$ cat config.mk
export PLATFORM = sky130hd
export DESIGN_NAME = spi_cfg_ctrl
export DESIGN_NICKNAME = d
export VERILOG_FILES = /design/src/rtl/spi_cfg_pkg.sv /design/src/rtl/spi_shift_8.sv /design/src/rtl/spi_cfg_ctrl.sv
export SDC_FILE = /design/constraint.sdc
export NUM_CORES = 1
export LEC_CHECK = 0
export ABC_CLOCK_PERIOD_IN_PS = 2500
export CORE_ASPECT_RATIO = 1.25
export CORE_UTILIZATION = 45
export CTS_BUF_LIST = sky130_fd_sc_hd__clkbuf_4 sky130_fd_sc_hd__clkbuf_8
export DETAILED_ROUTE_END_ITERATION = 6
export GPL_TIMING_DRIVEN = 0
export PLACE_DENSITY_LB_ADDON = 0.15
export SKIP_LAST_GASP = 1
export SLEW_MARGIN = 5
export SYNTH_ARGS = -nofsm -noshare
export SYNTH_HDL_FRONTEND = slang
export SYNTH_HIERARCHICAL = 1
export SYNTH_SLANG_ARGS = --single-unit
export TNS_END_PERCENT = 1
$ cat constraint.sdc
create_clock -name spi_clk -period 2.5 [get_ports spi_clk]
set_clock_uncertainty 0.2 [all_clocks]
set_input_delay 0.25 -clock spi_clk [delete_from_list [all_inputs] [get_ports spi_clk]]
set_output_delay 0.25 -clock spi_clk [all_outputs]
set_load 0.005 [all_outputs]
$ cat src/rtl/spi_cfg_pkg.sv
// Shared definitions for the SPI configuration frame engine: FSM states,
// header field positions and the default write-enable mask.
package spi_cfg_pkg;

   typedef enum logic [1:0] {
      IDLE = 2'd0,
      HDR  = 2'd1,
      DATA = 2'd2,
      DONE = 2'd3
   } state_t;

   localparam int RW_BIT  = 7;
   localparam int IDX_MSB = 6;
   localparam int IDX_LSB = 4;
   localparam int AI_BIT  = 3;

   localparam logic [7:0] WR_MASK_DEF = 8'b0000_0011;

endpackage

$ cat src/rtl/spi_shift_8.sv
// 8-bit shift register with parallel load; dir = 0 shifts toward the MSB
// (serial in at bit 0), dir = 1 shifts toward the LSB (serial in at bit 7).
module spi_shift_8 (
   input  logic       spi_clk,
   input  logic       rst_n,
   input  logic       load,
   input  logic [7:0] din,
   input  logic       shift,
   input  logic       dir,
   input  logic       sin,
   output logic [7:0] q
);

   always_ff @(posedge spi_clk or negedge rst_n) begin
      if (!rst_n)     q <= '0;
      else if (load)  q <= din;
      else if (shift) q <= dir ? {sin, q[7:1]} : {q[6:0], sin};
   end

endmodule

$ cat src/rtl/spi_cfg_ctrl.sv
// SPI-slave frame engine: header + data byte(s) in on sdi, register-file
// write strobe out, read data serialised on sdo. Burst mode: SPI_CFG_BURST_EN.
module spi_cfg_ctrl
   import spi_cfg_pkg::*;
#(
   parameter int         DATA_W  = 8,
   parameter int         IDX_W   = 3,
   parameter logic [7:0] WR_MASK = WR_MASK_DEF
) (
   input  logic              spi_clk,
   input  logic              rst_n,
   input  logic              spi_cs_n,
   input  logic              sdi,
   input  logic [DATA_W-1:0] read_data,
   output logic              sdo,
   output logic              sdo_oe,
   output logic [DATA_W-1:0] spi_if_dout,
   output logic [IDX_W-1:0]  spi_if_index,
   output logic              spi_if_wr_en,
   output logic              wr_err,
   output logic              busy
);

   state_t     state;
   logic [2:0] cnt;
   logic       rw;
   logic       nxt_byte;
   logic       burst;
   logic [7:0] rx_q, tx_q;
   logic [7:0] byte_w;
   logic       tx_load, tx_shift;
   logic       unused_bits;

`ifdef SPI_CFG_BURST_EN
   logic ai;
   assign burst = ai;
`else
   assign burst = 1'b0;
`endif

   // byte as it stands including the bit being sampled on this edge
   assign byte_w      = {rx_q[6:0], sdi};
   assign busy        = (state != IDLE);
   assign unused_bits = ^{rx_q[7], tx_q[6:0]};

   always_comb begin
      tx_load  = 1'b0;
      tx_shift = 1'b0;
      if (!spi_cs_n) begin
         tx_load  = (state == HDR && cnt == 3'd7 && !byte_w[RW_BIT]) ||
                    (state == DATA && !rw && cnt == 3'd7 && burst);
         tx_shift = (state == DATA && !rw && cnt != 3'd7);
      end
   end

   spi_shift_8 u_rx (
      .spi_clk (spi_clk),
      .rst_n   (rst_n),
      .load    (1'b0),
      .din     (8'h00),
      .shift   (!spi_cs_n),
      .dir     (1'b0),
      .sin     (sdi),
      .q       (rx_q)
   );

   spi_shift_8 u_tx (
      .spi_clk (spi_clk),
      .rst_n   (rst_n),
      .load    (tx_load),
      .din     ({read_data[6:0], 1'b0}),
      .shift   (tx_shift),
      .dir     (1'b0),
      .sin     (1'b0),
      .q       (tx_q)
   );

   always_ff @(posedge spi_clk or negedge rst_n) begin
      if (!rst_n) begin
         state        <= IDLE;
         cnt          <= '0;
         rw           <= 1'b0;
         nxt_byte     <= 1'b0;
         sdo          <= 1'b0;
         sdo_oe       <= 1'b0;
         spi_if_dout  <= '0;
         spi_if_index <= '0;
         spi_if_wr_en <= 1'b0;
         wr_err       <= 1'b0;
`ifdef SPI_CFG_BURST_EN
         ai           <= 1'b0;
`endif
      end else begin
         // strobe is one cycle wide, even across an abort edge
         spi_if_wr_en <= 1'b0;
         if (spi_cs_n) begin
            state    <= IDLE;
            cnt      <= '0;
            sdo_oe   <= 1'b0;
            nxt_byte <= 1'b0;
         end else begin
            cnt <= cnt + 3'd1;
            case (state)
               IDLE: state <= HDR;
               HDR: begin
                  if (cnt == 3'd3)
                     spi_if_index <= byte_w[IDX_MSB-IDX_LSB:0];
                  if (cnt == 3'd7) begin
                     rw       <= byte_w[RW_BIT];
`ifdef SPI_CFG_BURST_EN
                     ai       <= byte_w[AI_BIT];
`endif
                     nxt_byte <= 1'b0;
                     state    <= DATA;
                     if (!byte_w[RW_BIT]) begin
                        sdo    <= read_data[7];
                        sdo_oe <= 1'b1;
                     end
                  end
               end
               DATA: begin
                  if (rw) begin
                     if (cnt == 3'd0 && nxt_byte)
                        spi_if_index <= spi_if_index + 1'b1;
                     if (cnt == 3'd7) begin
                        spi_if_dout <= byte_w;
                        if (WR_MASK[spi_if_index]) spi_if_wr_en <= 1'b1;
                        else                       wr_err       <= 1'b1;
                     end
                  end else begin
                     // index moves on once this byte's read data is in tx
                     if (cnt == 3'd0 && burst)
                        spi_if_index <= spi_if_index + 1'b1;
                     if (cnt != 3'd7) sdo <= tx_q[7];
                     else if (burst)  sdo <= read_data[7];
                  end
                  if (cnt == 3'd7) begin
                     if (burst) nxt_byte <= 1'b1;
                     else begin
                        state  <= DONE;
                        sdo_oe <= 1'b0;
                     end
                  end
               end
               DONE: state <= DONE;
               default: state <= IDLE;
            endcase
         end
      end
   end

endmodule
==> After elaboration in Yosys (flattened, before gate mapping) <==
Memories as Yosys holds them, arrays and structs flattened.
Cells that the tools add are included.
{ "classes": {"n_mux": 31, "reduce_logical": 23, "order_cmp": 1, "eq_ne": 16, "n_addsub": 2, "bitwise": 2} }
{ "ops": {"columns": ["op", "count"], "rows": [
  ["2-to-1 mux 1 bit", 18],
  ["2-to-1 mux 8 bit", 2],
  ["2-to-1 mux 3 bit", 4],
  ["AND reduction 5 bit", 2],
  ["nonzero test 2 bit", 5],
  ["inequality test 3 bit (second input constant)", 3],
  ["inequality test 2 x 1 -> 1 bit (second input constant)", 4],
  ["one-hot mux 2 bit (4 select lines)", 1],
  ["AND reduction 4 bit", 2],
  ["adder 3 x 1 -> 3 bit (second input constant)", 2],
  ["2-to-1 mux 2 bit", 3],
  ["inequality test 2 bit (second input constant)", 3],
  ["one-hot mux 3 bit (2 select lines)", 1],
  ["AND reduction 6 bit", 1],
  ["logical AND 1 bit", 5],
  ["equality test 2 bit (second input constant)", 2],
  ["less-than comparator 3 x 4 -> 1 bit (second input constant)", 1],
  ["one-hot mux 1 bit (2 select lines)", 2],
  ["AND reduction 2 bit", 2],
  ["equality test 3 x 2 -> 1 bit (second input constant)", 1],
  ["equality test 3 bit (second input constant)", 1],
  ["logical NOT 3 bit", 1],
  ["inequality test 3 x 2 -> 1 bit (second input constant)", 1],
  ["AND reduction 3 bit", 1],
  ["other kinds (5)", 7]
]} }
{ "totals": {"n_memories": 1, "word_cells": 88, "mem_bits_ro": 8, "regBits": 37, "inputBits": 12} }
{ "memory_table": {"columns": ["name", "depth", "word_bits", "rd", "rd_ports_with_merged_regs", "wr", "line", "rtl"], "rows": [
  ["(no name shown)", 8, 1, 1, 0, 0, "spi_cfg_ctrl.sv:127", "if (WR_MASK[spi_if_index]) spi_if_wr_en <= 1'b1;"]
]} }

==> Depth between registers and ports, before layout <==
Gate-level depths: netlist of run 1.
{ "logic_depth": {"depth_word": 7, "depth_mapped": 8} }

==> Modules after synthesis <==
The synthesis of run 1 kept the hierarchy.
{ "by_module_without_submodules": {"columns": ["mod", "seq_area_each_um2", "instances", "cells_each", "area_per_inst_um2"], "rows": [
  ["spi_cfg_ctrl", 525.5, 1, 95, 1131.1],
  ["spi_shift_8", 200.2, 2, 44, 478.0]
]} }

==> Least setup slack after synthesis of run 1 <==
Ideal clock, no wire load.
{ "synth_timing": {"path_type": "register -> register", "start": "register cnt[0]", "end": "register u_tx.q[1]", "setup_slack_ns": 0.373, "setup_time_ns": 0.131, "arrival_ns": 1.796, "stages_incl_launch_ff": 7, "synth_period_minus_slack_ns": 2.127, "cell_sequence": "dfrtp_1 > ha_1 > ha_1 > nor4bb_1 > nand2b_1 > buf_2 > o211ai_1"} }
{ "synth_between": {"elab_chain_len": 5} }
{ "synth_lines": {"columns": ["element", "line", "rtl"], "rows": [
  ["start: declaration", "spi_cfg_ctrl.sv:25", "logic [2:0] cnt;"],
  ["start signal: assignment", "spi_cfg_ctrl.sv:102", "cnt <= cnt + 3'd1;"],
  ["equality test 3 bit *", "spi_cfg_ctrl.sv:50", "tx_load = (state == HDR && cnt == 3'd7 && !byte_w[RW_BIT]) ||"],
  ["logical AND 1 bit * (2 in a row)", "spi_cfg_ctrl.sv:50", null],
  ["2-to-1 mux 1 bit *", "spi_cfg_ctrl.sv:49", "if (!spi_cs_n) begin"],
  ["via tx_load", "spi_cfg_ctrl.sv:31", "logic tx_load, tx_shift;"],
  ["2-to-1 mux 8 bit or nonzero test 2 bit (tied branches)", null, null],
  ["end signal: assignment", "spi_shift_8.sv:16", "else if (load) q <= din;"],
  ["end signal: assignment", "spi_shift_8.sv:17", "else if (shift) q <= dir ? {sin, q[7:1]} : {q[6:0], sin};"],
  ["end: declaration", "spi_shift_8.sv:11", "output logic [7:0] q"]
]} }
The timed path passes the listed nets; every way through them passes the cells marked *.
A chain may end at the register's enable or synchronous reset.

==> Final worst setup path of run 1 <==
{ "layout_timing": {"start": "register state[0]", "end": "register u_tx.q[5]"} }
{ "layout_between": {"elab_chain_len": 5} }
{ "layout_lines": {"columns": ["element", "line", "rtl"], "rows": [
  ["start: declaration", "spi_cfg_ctrl.sv:24", "state_t state;"],
  ["start signal: assignment", "spi_cfg_ctrl.sv:80", "state <= IDLE;"],
  ["start signal: assignment", "spi_cfg_ctrl.sv:97", "state <= IDLE;"],
  ["start signal: assignment", "spi_cfg_ctrl.sv:104", "IDLE: state <= HDR;"],
  ["equality test 2 bit", "spi_cfg_ctrl.sv:52", "tx_shift = (state == DATA && !rw && cnt != 3'd7);"],
  ["logical AND 1 bit (2 in a row)", "spi_cfg_ctrl.sv:52", null],
  ["2-to-1 mux 1 bit", "spi_cfg_ctrl.sv:49", null],
  ["via tx_shift", "spi_cfg_ctrl.sv:31", null],
  ["nonzero test 2 bit (no source line)", null, null]
]} }
The timed path passes the listed nets, and every way through them passes these cells.

==> out/metrics.yaml, run 1 <==
yosysMostFrequentCell: "dfrtp_1"
place.port_buffers: 27
postRouteAntennaNets: 0
synthDistinctLibCells: 35
finalSetupTns_ns: 0
power.leakage_nw: 1.194
post-route-min-period_ns: 2.136
pwr_density_cell_mw_per_mm2: 740.8
slew_viol_final: 0
yosysWarnings: 6
root_buffer: "clkbuf_8"
drtIter0Drc: 91
n_antenna_cell: 0
n_fill_cell: 380
synth_commonest_cells: "dfrtp_1 (37), nand2_1 (24), mux2i_1 (17), o211ai_1 (13), or3b_2 (12)"
synth_edf_count: 0
cts_num_sinks: 37
min_path_type: "register to register"
fin_area_mm2: 0.002631
path_class: "register to register"
drt_wl_total_um: 3877
fin_ws_ns: 0.3638
cap_violations: 0
post-cts-setup-buffer-count: 0
stdcell_count: 297
power.total_mw: 1.949
dpl_worst_slack_ns: -0.1954
core_mm2: 0.004425
grt_usage: 0.1760
outcome: "finished clean"
ys_seq_area_frac: 0.4436
dieArea_mm2: 0.004916
hold_viol_final: 0
worst_path_max_delay_cell: "dfrtp_1"
synth_cells: 183
route.detailed.drc: 0
vias_per_cell: 5.064
syn_to_final_growth_pct: 26.08
vias: 1504
ir_drop_mv: 0.3496
numCtsBuffers: 5
avgSynthCellArea_um2: 11.40
synth_area_leaders: "dfrtp_1 (44%), mux2i_1 (8.2%), ha_1 (6.6%)"
setup_viol: 0
place_hpwl_um: 2708
drive_gt1_frac: 0.2134
max_slew.worst_pin.slew_ns: 0.8204
dp_cells: 288
post_drt_wl_per_cell_um: 13.05
cts_tree: "yes"
path_clk_slew_ns: 0.07
crit_path_end_kind: "register"
grt_pass1_wl_um: 6782
ys.flop_type: "dfrtp_1"
grt_pass1_vias: 1446
cp.required_ns: 2.50
arrival_ns: 2.14
async_reset_ff_frac: 1.000
yosysTopAreaCellShare: 0.4436
placed_cell_area_mm2: 0.002500
fp.dieH_um: 78.14
grt_overflow: 0
rsz0062_at_grt: "false"
nNetsFinal: 261
initial_core_util: 0.4716
synth_seq_cells: 37
clk_latency_ns: 0.29
ios: 28
clockBufferDepth: 2
path_cells: "inv_1 > ha_1 > buf_6 > nand2_1 > nor3_2 > nand2b_1 > buf_2 > o211ai_1"
die_x_um: 62.91
synth_top_area_cell: "dfrtp_1"
cp_slowest_stage_delay_ns: 0.42
final.period_utilization: 0.8545
drt_first_pass_iters: 4
maxSlewHeadroom: 0.4531
cts-htree-levels: 2
cp-start-kind: "register"
gp_congestion: 0.7298
netlist_area_mm2: 0.002087
grt_start_max_net_pins: 38
grt_antenna_before_repair: 0
r2r_setup_slack_ns: 0.36
max_freq_ghz: 0.4681
critPathMaxFanout: 10
std_cell_rows: 27
[placed cells by master (no fill, tap or decap), types with 5 or more instances in the layout]
master and instances:
mux2_2 10, dfrtp_1 37, clkdlybuf4s50_1 26, buf_2 5, conb_1 21, or3b_2 12
nand2_1 24, mux2i_1 17, inv_1 7, ha_1 11, o211ai_1 13, clkbuf_8 7
[final cells by class]
cell class,count,area (um^2),share of cell area
buffer,8,65.06,0.02473
clock inverter,1,5.005,0.001902
sequential,37,925.9,0.3519
timing repair buffer,28,275.3,0.1046
inverter,7,26.28,0.009986
multi-input combinational,151,1165,0.4427
tap,58,72.57,0.02758
clock buffer,7,96.34,0.03661
[where the power goes]
part / switching (mW) / internal (mW)
logic: 0.301 / 0.360
registers: 0.114 / 0.715
clock network: 0.211 / 0.249
total: 0.625 / 1.32
[path summary, 6_finish.rpt]
| check | from | cells after the start | to |
|---|---|---|---|
| min | cnt[0] | 1 | cnt[0] |
| max | state[0] | 8 | u_tx/q[5] |
| max in group asynchronous | rst_n | 2 | cnt[2] |
| min in group asynchronous | rst_n | 2 | u_tx/q[2] |
| max reg2reg | state[0] | 8 | u_tx/q[5] |
| min reg2reg | cnt[0] | 1 | cnt[0] |
[critical path, delay by kind of cell (launching register included)]
family / cells / cell delay (ns)
AOI/OAI and AO/OA: 1 / 0.21
adders and majority gates: 1 / 0.19
buffers and inverters: 3 / 0.48
DFF: 1 / 0.42
and+or+nand+nor: 3 / 0.54
[cell families (layout without fill, tap and decap cells)]
| group | Yosys count | count (layout) | share of synthesized area |
|---|---|---|---|
| mux | 28 | 28 | 0.1409 |
| flops | 37 | 37 | 0.4436 |
| compound gates | 31 | 31 | 0.1307 |
| fa+ha+maj | 11 | 11 | 0.06595 |
| simple gates | 60 | 60 | 0.1733 |
| other cells | 1 | 21 | 0.001797 |
| buf+inv | 15 | 51 | 0.04377 |
[registers in the layout, summed over array words and instances (netlist names), 2 cells and up]
name and count:
spi_if_dout 8, u_rx/q 8, u_tx/q 8, cnt 3, spi_if_index 3, state 2
[metrics by stage]
step           utilization  hold WS [ns]
2_1_floorplan            -       -0.2456
3_3_place_gp        0.5660        0.2242
3_5_place_dp        0.5649        0.2009
4_1_cts             0.5915        0.2361
5_1_grt             0.5946        0.2424
6_report            0.5946        0.2321
[what timing repair did]
item                       CTS  global route
gates cloned                 0             0
resized for setup            1             2
setup endpoints to repair    7             7
hold buffers                 1             0
hold endpoints to repair    37             0
[metal layers]
| metal | up-vias | wire length, um | track usage |
|---|---|---|---|
| met5 | - | 0 | 0 |
| met4 | 0 | 36 | 0.05581 |
| met3 | 5 | 175 | 0.04215 |
| met2 | 32 | 1907 | 0.2946 |
| met1 | 714 | 1757 | 0.2214 |
| li1 | 753 | - | - |
No activity file was read; power rests on OpenSTA's default activity.
==> inputs of run 2 (changes only) <==
CTS_CLUSTER_SIZE = 8   (was default)
GPL_ROUTABILITY_DRIVEN = 0   (was default)
SLEW_MARGIN = 20   (was 5)
==> run 2 against run 1 <==
Net effect:
- first-iteration DRC count decreased by 48%
- via count fell by 0.27%
- global-route usage grew 0.40 points
- power is 0.36% higher
- setup slack worse by 0.082 ns
- cell count up 0.34%
- critical path depth unchanged
- utilization is 0.62 points higher
- clock-buffer cell count unchanged
- sequential power down 0.5%
- maximum frequency shrank 3.7%
==> out/metrics.yaml, run 2 (same netlist as run 1, synthesis figures left out) <==
grt_usage: 0.1800  # +0.003993
cap_violations: 0  # unchanged
ios: 28  # unchanged
path_clk_slew_ns: 0.07  # about the same
grt_pass1_wl_um: 6962  # +2.7%
nNetsFinal: 262  # +0.38%
final.period_utilization: 0.8871  # +0.03262
cts-htree-levels: 2  # unchanged
hold_ws_ns: 0.2083  # -0.02377 ns
setup_viol: 0  # unchanged
min_path_type: "primary input to async pin"
post_drt_wl_per_cell_um: 13.22  # +1.3%
max_freq_ghz: 0.4509  # -3.7%
clockBufferDepth: 2  # unchanged
fp.dieH_um: 78.14  # unchanged
cp.required_ns: 2.50  # about the same
path_cells: "inv_1 > ha_1 > buf_6 > nand2_1 > nor3_2 > nand2b_1 > buf_2 > o211ai_1"
layout_common_cells: "dfrtp_1 (37), clkdlybuf4s50_1 (26), nand2_1 (24)"
pwr_density_cell_mw_per_mm2: 735.8  # -0.68%
syn_to_final_growth_pct: 27.40
std_cell_rows: 27  # unchanged
grt_overflow: 0  # unchanged
drive_gt1_frac: 0.2167  # +0.003278
initial_core_util: 0.4716  # unchanged
place_hpwl_um: 2823  # +4.3%
finalSetupTns_ns: 0  # unchanged
die_x_um: 62.91  # unchanged
ir_drop_mv: 0.3620  # +3.6%
grt_pass1_vias: 1475  # +2.0%
vias_per_cell: 5.034  # -0.60%
final_common_cell: "dfrtp_1"
core_mm2: 0.004425  # unchanged
power.leakage_nw: 1.207  # +1.1%
numCtsBuffers: 5  # unchanged
dieArea_mm2: 0.004916  # unchanged
arrival_ns: 2.22  # +0.08 ns
drt_first_pass_iters: 5  # +1
slew_viol_final: 0  # unchanged
cp_slowest_stage_delay_ns: 0.42  # about the same
dpl_worst_slack_ns: -0.1864  # +0.008973 ns
critPathMaxFanout: 10  # unchanged
cts_tree: "yes"
fin_ws_ns: 0.2822  # -0.08156 ns
drt_wl_total_um: 3939  # +1.6%
power.total_mw: 1.956  # +0.36%
postRouteAntennaNets: 0  # unchanged
crit_buf_inv: 3  # unchanged
hold_viol_final: 0  # unchanged
rsz0062_at_grt: "false"
reg.largest.list: "spi_if_dout: 8 flops, u_rx/q: 8 flops, u_tx/q: 8 flops"
clk_latency_ns: 0.29  # about the same
vias: 1500  # -0.27%
root_buffer: "clkbuf_8"
route.detailed.drc: 0  # unchanged
crit_path_end_kind: "register"
path_class: "register to register"
grt_antenna_before_repair: 0  # unchanged
post-route-min-period_ns: 2.218  # +0.08156 ns
drtIter0Drc: 47  # -48%
final_util: 0.6008  # +0.006220
n_fill_cell: 397  # +4.5%
n_antenna_cell: 0  # unchanged
critical_path.top_delay_family: "simple AND/OR/NAND/NOR gates"
outcome: "finished clean"
place.port_buffers: 27  # unchanged
cts_num_sinks: 37  # unchanged
cp-start-kind: "register"
worst_path_max_delay_cell: "dfrtp_1"
grt_start_max_net_pins: 24  # -37%
run 2: layout make-up:
class | instances | area [um^2] | area share
multi-input combinational | 151 | 1165 | 0.4381
sequential | 37 | 925.9 | 0.3482
timing repair buffer | 29 | 302.8 | 0.1139
clock buffer | 7 | 96.34 | 0.03624
tap | 58 | 72.57 | 0.02729
buffer | 8 | 65.06 | 0.02447
inverter | 7 | 26.28 | 0.009882
clock inverter | 1 | 5.005 | 0.001882
run 2: stage by stage:
step           instance area, um^2  std cells
3_5_place_dp                  2527        289
3_3_place_gp                  2505        288
5_1_grt                       2659        298
2_1_floorplan                 2162        203
6_report                      2659        298
4_1_cts                       2645        298
run 2: final timing paths:
| kind | depth (start not counted) | start | slack, ns | endpoint |
|---|---|---|---|---|
| min | 2 | rst_n | 0.21 | u_tx/q[2] |
| max in group asynchronous | 3 | rst_n | 1.45 | spi_if_dout[4] |
| max reg2reg | 8 | state[0] | 0.28 | u_tx/q[5] |
| min reg2reg | 1 | cnt[0] | 0.23 | cnt[0] |
| min in group spi_clk | 1 | cnt[0] | 0.23 | cnt[0] |
| max | 8 | state[0] | 0.28 | u_tx/q[5] |
run 2: what timing repair did:
item                                    CTS  global route
endpoints found under the setup margin    7             8
hold buffers                              1             0
buffers inserted                          0             0
hold endpoints to repair                 37             0
resized for setup                         1             2
run 2: where the power goes:
part / switching [mW] / internal (mW)
clock: 0.209 / 0.249
sequential: 0.109 / 0.715
combinational: 0.309 / 0.365
total: 0.627 / 1.33
run 2: worst register-to-register path, cell delays in order (launching register included):
cell and delay (ns):
dfrtp_1 0.42, inv_1 0.15, ha_1 0.20, buf_6 0.14, nand2_1 0.10, nor3_2 0.40, nand2b_1 0.12, buf_2 0.20
o211ai_1 0.21
run 2: metal layers:
layer  GRT usage  up-vias  routed length, um
li1            -      752                  -
met1      0.2230      716               1821
met2      0.3000       26               1932
met3     0.04506        6                141
met4     0.06512        0                 44
met5           0        -                  0
==> inputs of run 3 (changes only) <==
CORE_UTILIZATION = 55   (was 45)
==> run 3 against run 2 <==
Net effect:
- the run now ends with DRC left
- hold slack improved by 0.024 ns
- register-to-register slack lost 0.11 ns
- utilization grew 14 points
- power decreased by 0.26%
- sequential share of layout area increased by 0.58 points
- largest power group unchanged
- clock-buffer cell count stayed put
- clock power is 6.8% lower
==> out/metrics.yaml, run 3 (same netlist as run 1, synthesis figures left out) <==
syn_to_final_growth_pct: 25.30
layout_common_cells: "dfrtp_1 (37), clkdlybuf4s50_1 (26), nand2_1 (24)"
vias: 1541  # +2.7%
seq_area_um2: 925.9  # unchanged
final_util: 0.7380  # +0.1372
nNetsFinal: 262  # unchanged
drt_wl_total_um: 4225  # +7.3%
whs_path_depth: 1
cts_tree: "yes"
maxSlewHeadroom: 0.5094
drive_gt1_frac: 0.2134  # -0.003278
vias_per_cell: 5.543  # +10%
std_cell_rows: 24  # -11%
crit_path_end_kind: "register"
post-cts-setup-buffer-count: 0  # unchanged
hold_viol_final: 0  # unchanged
n_fill_cell: 256  # -36%
cts-htree-levels: 2  # unchanged
cap_violations: 0  # unchanged
min_path_type: "register to register"
grt_pass1_wl_um: 7182  # +3.2%
setup_viol: 0  # unchanged
cp.required_ns: 2.46  # -0.04 ns
violations: "DRC"
clk_latency_ns: 0.29  # about the same
grt_usage: 0.2324  # +0.05243
r2r_setup_slack_ns: 0.17  # -0.11 ns
cp_num_cells: 6  # -2
grt_start_max_net_pins: 20  # -17%
post_drt_wl_per_cell_um: 15.20  # +15%
ir_drop_mv: 0.3901  # +7.7%
rsz0062_at_grt: "false"
hold_ws_ns: 0.2327  # +0.02433 ns
route.detailed.drc: 7  # +7
dieArea_mm2: 0.004046  # -18%
multi_input_area_mm2: 0.001156  # -0.75%
cts_num_sinks: 37  # unchanged
root_buffer: "clkbuf_8"
worstSetupEndpoint: "u_tx/q[1]"
critPathMaxFanout: 8  # -2
grt_antenna_before_repair: 0  # unchanged
r2r_cells: 6  # -2
place_hpwl_um: 3084  # +9.3%
drtIter0Drc: 76  # +62%
cp_slowest_stage_delay_ns: 0.70  # +0.28 ns
r2r-end: "u_tx/q[1]"
final_common_cell: "dfrtp_1"
crit_path_frequent_cell: "ha_1"
worstReg2RegStart: "cnt[0]"
fp.dieH_um: 70.87  # -9.3%
worstHoldStart: "cnt[0]"
numCtsBuffers: 5  # unchanged
critical_path.top_delay_family: "simple AND/OR/NAND/NOR gates"
fin_ws_ns: 0.1705  # -0.1117 ns
postRouteAntennaNets: 0  # unchanged
die_x_um: 57.10  # -9.2%
core_mm2: 0.003543  # -20%
worst_path_max_delay_cell: "nor4bb_2"
drt_first_pass_iters: 7  # +2
startpoint: "cnt[0]"
grt_pass1_vias: 1557  # +5.6%
cp-start-kind: "register"
final.period_utilization: 0.9318  # +0.04467
outcome: "complete, but fails checks"
grt_overflow: 0  # unchanged
slew_viol_final: 0  # unchanged
n_antenna_cell: 0  # unchanged
ios: 28  # unchanged
path_cells: "ha_1 > ha_1 > nor4bb_2 > nand2b_1 > buf_2 > o211ai_1"
dpl_worst_slack_ns: -0.1903  # -0.003937 ns
clockBufferDepth: 2  # unchanged
post-route-min-period_ns: 2.329  # +0.1117 ns
place.port_buffers: 27  # unchanged
path_clk_slew_ns: 0.07  # about the same
max_freq_ghz: 0.4293  # -4.8%
max_slew.worst_pin.slew_ns: 0.7255
pwr_density_cell_mw_per_mm2: 746.1  # +1.4%
reg.largest.list: "spi_if_dout: 8 flops, u_rx/q: 8 flops, u_tx/q: 8 flops"
path_class: "register to register"
power.leakage_nw: 1.196  # -0.89%
arrival_ns: 2.29  # +0.07 ns
initial_core_util: 0.5890  # +0.1174
crit_buf_inv: 1  # -2
## run 3: changes by cell type in the layout (fill, tap and decap cells not counted)
cell      previous run  this run
nor4bb_4             1         0
clkbuf_8             7         6
clkbuf_4             0         1
nor4bb_2             0         1
clkinv_2             1         0
## run 3: timing repair
item / 4_1_cts / 5_1_grt
hold endpoints to repair: 18 / 0
hold buffers: 1 / 0
resized for setup: 1 / 1
endpoints found under the setup margin: 7 / 7
## run 3: power by group
part / switching (mW) / internal, mW
clock network: 0.198 / 0.229
logic: 0.328 / 0.366
registers: 0.114 / 0.715
total: 0.640 / 1.31
## run 3: area by class of cell
type | instances | share of cell area
plain buffers | 8 | 0.02488
clock buffers | 7 | 0.03445
inverters | 7 | 0.01005
multi-input cells | 151 | 0.4421
flip-flops and latches | 37 | 0.3541
well taps | 39 | 0.01866
repair buffers | 29 | 0.1158
## run 3: worst min-delay path by stage
| stage | slack, ns | endpoint |
|---|---|---|
| finish | 0.23 | cnt[0] |
| global route | 0.24 | cnt[0] |
| CTS | 0.24 | cnt[0] |
| detailed placement | 0.03 | u_tx/q[2] |
| global placement | 0.21 | cnt[0] |
| floorplan | -0.25 | cnt[0] |
## run 3: per-layer routing
| metal | GRT usage | vias up | part of all wire |
|---|---|---|---|
| met5 | 0 | - | 0 |
| met4 | 0.1111 | 0 | 0.021 |
| met3 | 0.04205 | 7 | 0.031 |
| met2 | 0.4170 | 36 | 0.54 |
| met1 | 0.2633 | 750 | 0.40 |
| li1 | - | 748 | - |
## run 3: worst reg2reg max path: stages, from the launching register on
cell and delay (ns):
dfrtp_1 0.35, ha_1 0.21, ha_1 0.25, nor4bb_2 0.70, nand2b_1 0.18, buf_2 0.19, o211ai_1 0.13
## run 3: metrics by stage
step / instance area (um^2) / cells / power [mW] / setup TNS, ns
after floorplan: 2162 / 203 / 1.271 / 0
after global placement: 2481 / 269 / 1.462 / -0.9330
after detailed placement: 2504 / 270 / 1.523 / -1.202
after CTS: 2610 / 278 / 1.960 / 0
after global routing: 2615 / 278 / 2.064 / 0
final: 2615 / 278 / 1.951 / 0
